<file path="src/rtl/arith_pkg.sv">
// Shared arithmetic definitions for the nibble-serial adder and its siblings.
//   state_e          : FSM state encoding (idle / run)
//   NIB              : bits processed per serial step
//   signed_overflow  : two's-complement overflow from operand and result MSBs
package arith_pkg;

  localparam int unsigned NIB = 4;

  typedef enum logic [0:0] {
    StIdle = 1'b0,
    StRun  = 1'b1
  } state_e;

  // Overflow when both operands share a sign and the result's sign differs.
  function automatic logic signed_overflow(input logic a_msb,
                                           input logic b_msb,
                                           input logic res_msb);
    return (a_msb == b_msb) && (res_msb != a_msb);
  endfunction

endpackage

</file>
<file path="src/rtl/nibble_add.sv">
// Combinational NIB-bit adder slice with carry-in and carry-out.
//   i_a, i_b : NIB-bit addends
//   i_cin    : carry-in
//   o_sum    : low NIB bits of i_a + i_b + i_cin
//   o_cout   : carry out of the slice
module nibble_add
  import arith_pkg::*;
(
  input  logic [NIB-1:0] i_a,
  input  logic [NIB-1:0] i_b,
  input  logic           i_cin,
  output logic [NIB-1:0] o_sum,
  output logic           o_cout
);

  logic [NIB:0] w_full;

  assign w_full = {1'b0, i_a} + {1'b0, i_b} + {{NIB{1'b0}}, i_cin};
  assign o_sum  = w_full[NIB-1:0];
  assign o_cout = w_full[NIB];

endmodule

</file>
<file path="src/rtl/nibble_serial_adder.sv">
// Multi-cycle two's-complement adder: sums two WIDTH-bit operands plus carry-in,
// one nibble per clock, carrying between steps through a register.
//   i_clk      : rising-edge clock
//   i_rst_n    : synchronous active-low reset
//   i_start    : request, accepted only while idle (includes the done cycle)
//   i_a, i_b   : operands, captured with an accepted request
//   i_cin      : carry-in, captured with an accepted request
//   o_busy     : addition in progress
//   o_done     : one-cycle pulse when the result registers update
//   o_sum      : (a + b + cin) mod 2^WIDTH, held between additions
//   o_cout     : carry out of the MSB
//   o_overflow : signed overflow of the addition
module nibble_serial_adder
  import arith_pkg::*;
#(
  parameter int unsigned WIDTH = 16
) (
  input  logic             i_clk,
  input  logic             i_rst_n,
  input  logic             i_start,
  input  logic [WIDTH-1:0] i_a,
  input  logic [WIDTH-1:0] i_b,
  input  logic             i_cin,
  output logic             o_busy,
  output logic             o_done,
  output logic [WIDTH-1:0] o_sum,
  output logic             o_cout,
  output logic             o_overflow
);

  localparam int unsigned N     = WIDTH / NIB;
  localparam int unsigned IDX_W = (N > 1) ? $clog2(N) : 1;
  localparam logic [IDX_W-1:0] LAST_IDX = IDX_W'(N - 1);

  if ((WIDTH % NIB) != 0 || WIDTH < 8) begin : g_bad_width
    $error("nibble_serial_adder: WIDTH must be a multiple of 4 and at least 8");
  end

  state_e r_state;
  state_e w_state_nxt;

  logic [WIDTH-1:0] r_a;
  logic [WIDTH-1:0] r_b;
  logic [WIDTH-1:0] r_work;
  logic [WIDTH-1:0] r_sum;
  logic [IDX_W-1:0] r_idx;
  logic             r_carry;
  logic             r_cout;
  logic             r_ovf;
  logic             r_done;

  logic             w_accept;
  logic             w_running;
  logic             w_last;
  logic [NIB-1:0]   w_nib_a;
  logic [NIB-1:0]   w_nib_b;
  logic [NIB-1:0]   w_nib_sum;
  logic             w_nib_cout;
  logic [WIDTH-1:0] w_work_nxt;

  // The done cycle is spent in idle, so a request held across done is taken
  // on the very next edge.
  assign w_running = (r_state == StRun);
  assign w_accept  = (r_state == StIdle) && i_start;
  assign w_last    = w_running && (r_idx == LAST_IDX);

  assign w_nib_a = r_a[int'(r_idx) * NIB +: NIB];
  assign w_nib_b = r_b[int'(r_idx) * NIB +: NIB];

  nibble_add u_nibble_add (
    .i_a    (w_nib_a),
    .i_b    (w_nib_b),
    .i_cin  (r_carry),
    .o_sum  (w_nib_sum),
    .o_cout (w_nib_cout)
  );

  // Working register with the current nibble merged in; on the last step this
  // is the complete result.
  always_comb begin
    w_work_nxt = r_work;
    w_work_nxt[int'(r_idx) * NIB +: NIB] = w_nib_sum;
  end

  always_ff @(posedge i_clk) begin
    if (!i_rst_n) begin
      r_state <= StIdle;
    end else begin
      r_state <= w_state_nxt;
    end
  end

  always_comb begin
    w_state_nxt = r_state;
    unique case (r_state)
      StIdle: begin
        if (w_accept) begin
          w_state_nxt = StRun;
        end
      end
      StRun: begin
        if (w_last) begin
          w_state_nxt = StIdle;
        end
      end
      default: w_state_nxt = StIdle;
    endcase
  end

  always_ff @(posedge i_clk) begin
    if (!i_rst_n) begin
      r_a     <= '0;
      r_b     <= '0;
      r_work  <= '0;
      r_sum   <= '0;
      r_idx   <= '0;
      r_carry <= 1'b0;
      r_cout  <= 1'b0;
      r_ovf   <= 1'b0;
      r_done  <= 1'b0;
    end else begin
      r_done <= 1'b0;
      if (w_accept) begin
        r_a     <= i_a;
        r_b     <= i_b;
        r_carry <= i_cin;
        r_idx   <= '0;
      end else if (w_running) begin
        r_work  <= w_work_nxt;
        r_carry <= w_nib_cout;
        if (w_last) begin
          r_idx  <= '0;
          r_sum  <= w_work_nxt;
          r_cout <= w_nib_cout;
          r_ovf  <= signed_overflow(r_a[WIDTH-1], r_b[WIDTH-1], w_work_nxt[WIDTH-1]);
          r_done <= 1'b1;
        end else begin
          r_idx <= r_idx + 1'b1;
        end
      end
    end
  end

  assign o_busy     = w_running;
  assign o_done     = r_done;
  assign o_sum      = r_sum;
  assign o_cout     = r_cout;
  assign o_overflow = r_ovf;

endmodule

</file>
<file path="config.mk">
export PLATFORM = sky130hd
export DESIGN_NAME = nibble_serial_adder
export DESIGN_NICKNAME = d
export VERILOG_FILES = /design/src/rtl/arith_pkg.sv /design/src/rtl/nibble_add.sv /design/src/rtl/nibble_serial_adder.sv
export SDC_FILE = /design/constraint.sdc
export NUM_CORES = 1
export LEC_CHECK = 0
export CORE_AREA = 5 5 80 82
export CTS_CLUSTER_DIAMETER = 120
export DETAILED_ROUTE_END_ITERATION = 12
export DIE_AREA = 0 0 85 87
export GPL_ROUTABILITY_DRIVEN = 0
export PLACE_DENSITY_LB_ADDON = 0.08
export SLEW_MARGIN = 40
export SYNTH_ARGS = -nofsm -noshare
export SYNTH_HDL_FRONTEND = slang
export SYNTH_SLANG_ARGS = --single-unit
</file>
<file path="constraint.sdc">
create_clock -name i_clk -period 5.2 [get_ports i_clk]
set_input_delay 1.04 -clock i_clk [delete_from_list [all_inputs] [get_ports i_clk]]
set_output_delay 1.04 -clock i_clk [all_outputs]
set_load 0.005 [all_outputs]
</file>
==> results.sh, run 1 <==
export IMPL_crit_start="r_idx[0]"
export IMPL_seqPwrFrac=0.523
export IMPL_synth_top_area_share=0.4499
export IMPL_regToRegSetupSlack_ns=2.48
export IMPL_htree_levels=3
export IMPL_utilization=0.6537
export IMPL_place_ws_ns=2.153
export IMPL_grtUsageTotal=0.1898
export IMPL_grt_max_degree=39
export IMPL_area_growth_pct=24.42
export IMPL_seqCellArea_sq_um=1343
export IMPL_grt_pass1_wl_mm=11.18
export IMPL_drcViolationCount=0
export IMPL_row_count=28
export IMPL_dieArea_sq_um=7395
export IMPL_post_cts_buffers=0
export IMPL_fmax_ghz=0.3678
export IMPL_die_width_microns=85
export IMPL_hold_buffers=0
export IMPL_yosysSeqAreaShare=0.4499
export IMPL_root_buffer="clkbuf_8"
export IMPL_period_share=0.5228
export IMPL_syn_area_per_cell_sq_um=8.617
export IMPL_clock_latency_ns=0.33
export IMPL_cts_tree="done"
export IMPL_worstPathArrival_ns=2.91
export IMPL_fin_skew_ns=0.007550
export IMPL_cp_endpoint="o_sum[10]"
export IMPL_cp_end_kind="flip-flop"
export IMPL_p_per_area_nw_per_um2=283.1
export IMPL_slew_headroom=0.5461
export IMPL_rsz0062_at_grt="no"
export IMPL_synth_cell_types=39
export IMPL_slew_viol_final=0
export IMPL_reg2reg_depth=7
export IMPL_netlist_area_sq_um=2982
export IMPL_whs_path_depth=2
export IMPL_cellLeakagePower_nw=1.366
export IMPL_multi_input_area_sq_um=1499
export IMPL_cts_repair_resized=0
export IMPL_synth_fp_nets=392
export IMPL_setup_slack_ns=2.481
export IMPL_yosysTopAreaCell="dfxtp_1"
export IMPL_num_io_pins=56
export IMPL_clock_sinks=67
export IMPL_overflow=0
export IMPL_r2r_start="r_idx[0]"
export IMPL_vias_per_cell=5.428
export IMPL_cp_max_fo=16
export IMPL_drive_above_1_share=0.09320
export IMPL_r2r_end="o_sum[10]"
export IMPL_fin_tns_setup_ns=0
export IMPL_critPathRequiredTime_ns=5.39
export IMPL_clock_path_buffers=2
export IMPL_worst_pin_slew_ns=0.6759
export IMPL_clockPowerShare=0.339
export IMPL_yosys_warnings=0
export IMPL_drtPass1Iterations=4
export IMPL_antenna_found_initial=0
export IMPL_final_nets=438
export IMPL_grt_pass1_vias=2444
export IMPL_nFillCells=533
export IMPL_setup_viol=0
export IMPL_hpwl_mm=4.788
export IMPL_hp_class="reg -> reg"
export IMPL_intPower_uw=767.9
export IMPL_crit_type="reg -> reg"
export IMPL_vias=2562
export IMPL_worstHoldStart="r_b[6]"
export IMPL_path_clk_slew_ns=0.07
export IMPL_status="finished clean"
export IMPL_swShare=0.2689
export IMPL_switching_power_uw=282.5
export IMPL_final_common_cell="nand2_1"
export IMPL_routed_wl_mm=6.677
export IMPL_ys_top_cells_by_area="dfxtp_1, nand2_1, a21oi_1"
export IMPL_hold_viol_final=0
export IMPL_start_util=0.5254
export IMPL_ant_nets=0
export IMPL_ir_drop_mv=0.1948
export IMPL_io_buffers=55
export IMPL_core_region_area_sq_um=5675
export IMPL_antenna_cells=0
export IMPL_fin_crit_ns=2.719
export IMPL_pwr_share_comb=0.138
export IMPL_drt_iter0_markers=116
export IMPL_crit_path_start_kind="flip-flop"
export IMPL_maxCapViolations=0
export IMPL_synth_cells=346
export IMPL_wire_per_inst_microns=14.15
export IMPL_die_h_microns=87
export IMPL_final_cell_mix="nand2_1, dfxtp_1, clkdlybuf4s50_1"
export IMPL_cts_buffers=9
export IMPL_synth_seq_cells=67
[cells in the mapped netlist]
library cell / n
nand2_1: 80
dfxtp_1: 67
a21oi_1: 44
nor2_1: 28
nor3_1: 13
clkbuf_1: 11
a221oi_1: 9
a22oi_1: 9
buf_2: 9
ha_1: 8
inv_1: 8
mux4_2: 8
nand3_1: 5
and2_1: 4
inv_2: 4
o21ai_1: 4
a211oi_1: 3
nand4_1: 3
o21a_1: 3
o21ai_0: 3
and4bb_1: 2
fa_1: 2
nand4bb_1: 2
nor2b_1: 2
a211o_1: 1
a21boi_0: 1
a21o_1: 1
a21oi_4: 1
a31oi_1: 1
and2_4: 1
and4b_1: 1
buf_1: 1
buf_4: 1
clkinv_1: 1
nand3_2: 1
o211a_1: 1
or3_1: 1
xnor2_1: 1
xnor2_4: 1
[worst max-delay path: stages (launching register included)]
cell	delay, ns
dfxtp_2	0.60
mux4_2	0.59
fa_1	0.44
inv_1	0.09
fa_1	0.22
xnor2_1	0.23
a221oi_1	0.35
nor3_1	0.07
[logic make-up (layout without fill, tap and decap cells)]
logic type / count (synthesis) / in the layout / synth area share
compound gates: 81 / 81 / 0.1687
xor+xnor: 2 / 2 / 0.01217
fa+ha+maj: 10 / 10 / 0.04700
buf+inv: 35 / 86 / 0.04909
flops: 67 / 67 / 0.4499
mux: 8 / 8 / 0.06043
simple gates: 143 / 143 / 0.2128
[power groups by stage]
stage	clock network [mW]	registers, mW	logic, mW
3_5_place_dp	0	0.561	0.146
6_report	0.356	0.549	0.145
4_1_cts	0.365	0.549	0.146
3_3_place_gp	0	0.560	0.143
2_1_floorplan	0	0.552	0.0991
5_1_grt	0.386	0.552	0.160
[metrics by stage]
stage          hold slack, ns  total power, mW  instances  cell area [sq um]
3_3_place_gp           0.4403           0.7031        456               3546
4_1_cts                0.4549            1.060        472               3709
3_5_place_dp           0.4445           0.7066        456               3548
5_1_grt                0.4728            1.099        472               3710
2_1_floorplan          0.4331           0.6511        346               2982
6_report               0.4524            1.050        472               3710
[flip-flops by register name (all words and copies together), names as in the netlist]
name	cells
o_busy	1
o_cout	1
o_done	1
o_overflow	1
o_sum	16
r_a	16
r_b	16
r_carry	1
r_idx	2
r_work	12
[layer usage]
layer	part of all wire	GRT usage	vias to the layer above
met5	0	0	-
met4	0.024	0.08777	0
met3	0.052	0.03595	18
met2	0.49	0.3150	65
met1	0.43	0.2395	1188
li1	-	-	1291
[layout make-up]
type | instances | area share
sequential | 67 | 0.3619
tap | 75 | 0.02530
clock buffer | 10 | 0.03440
timing repair buffer | 57 | 0.1524
inverter | 13 | 0.01315
clock inverter | 6 | 0.008769
multi-input combinational | 244 | 0.4040
[how the worst min path moves through the flow]
| stage | slack [ns] | to |
|---|---|---|
| final | 0.45 | r_b[6] |
| after floorplan | 0.43 | r_a[10] |
| after global placement | 0.44 | r_b[13] |
| after global routing | 0.47 | r_a[8] |
| after detailed placement | 0.44 | r_b[13] |
| after CTS | 0.45 | r_b[13] |
(Power assumes the default switching activity.)
==> run 2: changes to the inputs <==
CORE_AREA = 5 5 83 85   (was 5 5 80 82)
DIE_AREA = 0 0 88 90   (was 0 0 85 87)
clock period = 2.6 ns   (was 5.2 ns; I/O delays follow)
==> results.sh, run 2 (synthesis gave the netlist of run 1 again) <==
export IMPL_status="finished clean"
export IMPL_fin_tns_setup_ns=0
export IMPL_setup_slack_ns=0.1249
export IMPL_row_count=29
export IMPL_worstPathArrival_ns=2.72
export IMPL_drtPass1Iterations=4
export IMPL_place_ws_ns=0.1412
export IMPL_die_width_microns=88
export IMPL_power_mw=2.269
export IMPL_final_nets=447
export IMPL_grt_max_degree=60
export IMPL_seqCellArea_sq_um=1341
export IMPL_fin_area_sq_um=3810
export IMPL_vias=2607
export IMPL_nFillCells=597
export IMPL_slew_headroom=0.5908
export IMPL_utilization=0.6213
export IMPL_period_share=0.9520
export IMPL_worst_pin_slew_ns=0.6138
export IMPL_grt_pass1_wl_mm=11.79
export IMPL_routed_wl_mm=7.313
export IMPL_start_util=0.4862
export IMPL_die_h_microns=90
export IMPL_core_region_area_sq_um=6132
export IMPL_final_cell_mix="nand2_1, dfxtp_1, clkdlybuf4s50_1"
export IMPL_ir_drop_mv=0.4579
export IMPL_root_buffer="clkbuf_8"
export IMPL_clock_sinks=67
export IMPL_vias_per_cell=5.409
export IMPL_fin_crit_ns=2.475
export IMPL_grtUsageTotal=0.1917
export IMPL_crit_type="reg -> reg"
export IMPL_dpl_cell_count=467
export IMPL_cellLeakagePower_nw=1.424
export IMPL_antenna_found_initial=0
export IMPL_drcViolationCount=0
export IMPL_dieArea_sq_um=7920
export IMPL_cp_max_fo=12
export IMPL_final_common_cell="nand2_1"
export IMPL_fin_cells=482
export IMPL_cts_tree="done"
export IMPL_hold_buffers=0
export IMPL_slew_viol_final=0
export IMPL_cts_repair_resized=0
export IMPL_fmax_ghz=0.4040
export IMPL_grt_pass1_vias=2428
export IMPL_area_growth_pct=27.78
export IMPL_htree_levels=3
export IMPL_holdWs_ns=0.4569
export IMPL_critPathRequiredTime_ns=2.84
export IMPL_placed_area_sq_um=3616
export IMPL_drive_above_1_share=0.1037
export IMPL_path_clk_slew_ns=0.07
export IMPL_antenna_cells=0
export IMPL_hold_viol_final=0
export IMPL_ant_nets=0
export IMPL_post_cts_buffers=0
export IMPL_fin_skew_ns=0.005803
export IMPL_num_io_pins=56
export IMPL_cp_end_kind="flip-flop"
export IMPL_clock_path_buffers=2
export IMPL_p_per_area_nw_per_um2=595.7
export IMPL_io_buffers=55
export IMPL_cts_buffers=9
export IMPL_multi_input_area_sq_um=1496
export IMPL_hpwl_mm=5.319
export IMPL_maxCapViolations=0
export IMPL_setup_viol=0
export IMPL_hp_class="reg -> reg"
export IMPL_crit_path_start_kind="flip-flop"
export IMPL_rsz0062_at_grt="no"
export IMPL_drt_iter0_markers=95
export IMPL_clock_latency_ns=0.35
export IMPL_overflow=0
export IMPL_wire_per_inst_microns=15.17
-- run 2: layer usage --
metal  vias up  routed length, microns  GRT usage
li1       1304                       -          -
met1      1232                    3126     0.2278
met2        56                    3683     0.3235
met3        15                     337    0.04479
met4         0                     166    0.08312
met5         -                       0          0
-- run 2: path summary, 6_finish.rpt --
| kind | startpoint | end | slack [ns] | cells past startpoint |
|---|---|---|---|---|
| setup / recovery | r_idx[0] | o_overflow | 0.12 | 7 |
| setup reg to reg | r_idx[0] | o_overflow | 0.12 | 7 |
| hold reg to reg | o_sum[14] | o_sum[14] | 0.46 | 2 |
| hold / removal | o_sum[14] | o_sum[14] | 0.46 | 2 |
-- run 2: where the power goes --
| group | total [mW] | internal, mW | switching [mW] |
|---|---|---|---|
| clock | 0.863 | 0.489 | 0.374 |
| sequential | 1.09 | 1.06 | 0.0288 |
| combinational | 0.313 | 0.145 | 0.168 |
-- run 2: final cells by class --
cell class,instances,area share
Inverter,13,0.01281
Clock inverter,2,0.009195
Multi-Input combinational cell,244,0.3928
Clock buffer,13,0.04171
Sequential cell,67,0.3521
Timing Repair Buffer,66,0.1662
Tap cell,77,0.02529
-- run 2: critical path, stage by stage (launching register included) --
cell	delay, ns
dfxtp_1	0.42
buf_4	0.25
mux4_2	0.54
ha_1	0.39
a21oi_4	0.24
and2_4	0.22
xnor2_4	0.09
o211a_1	0.22
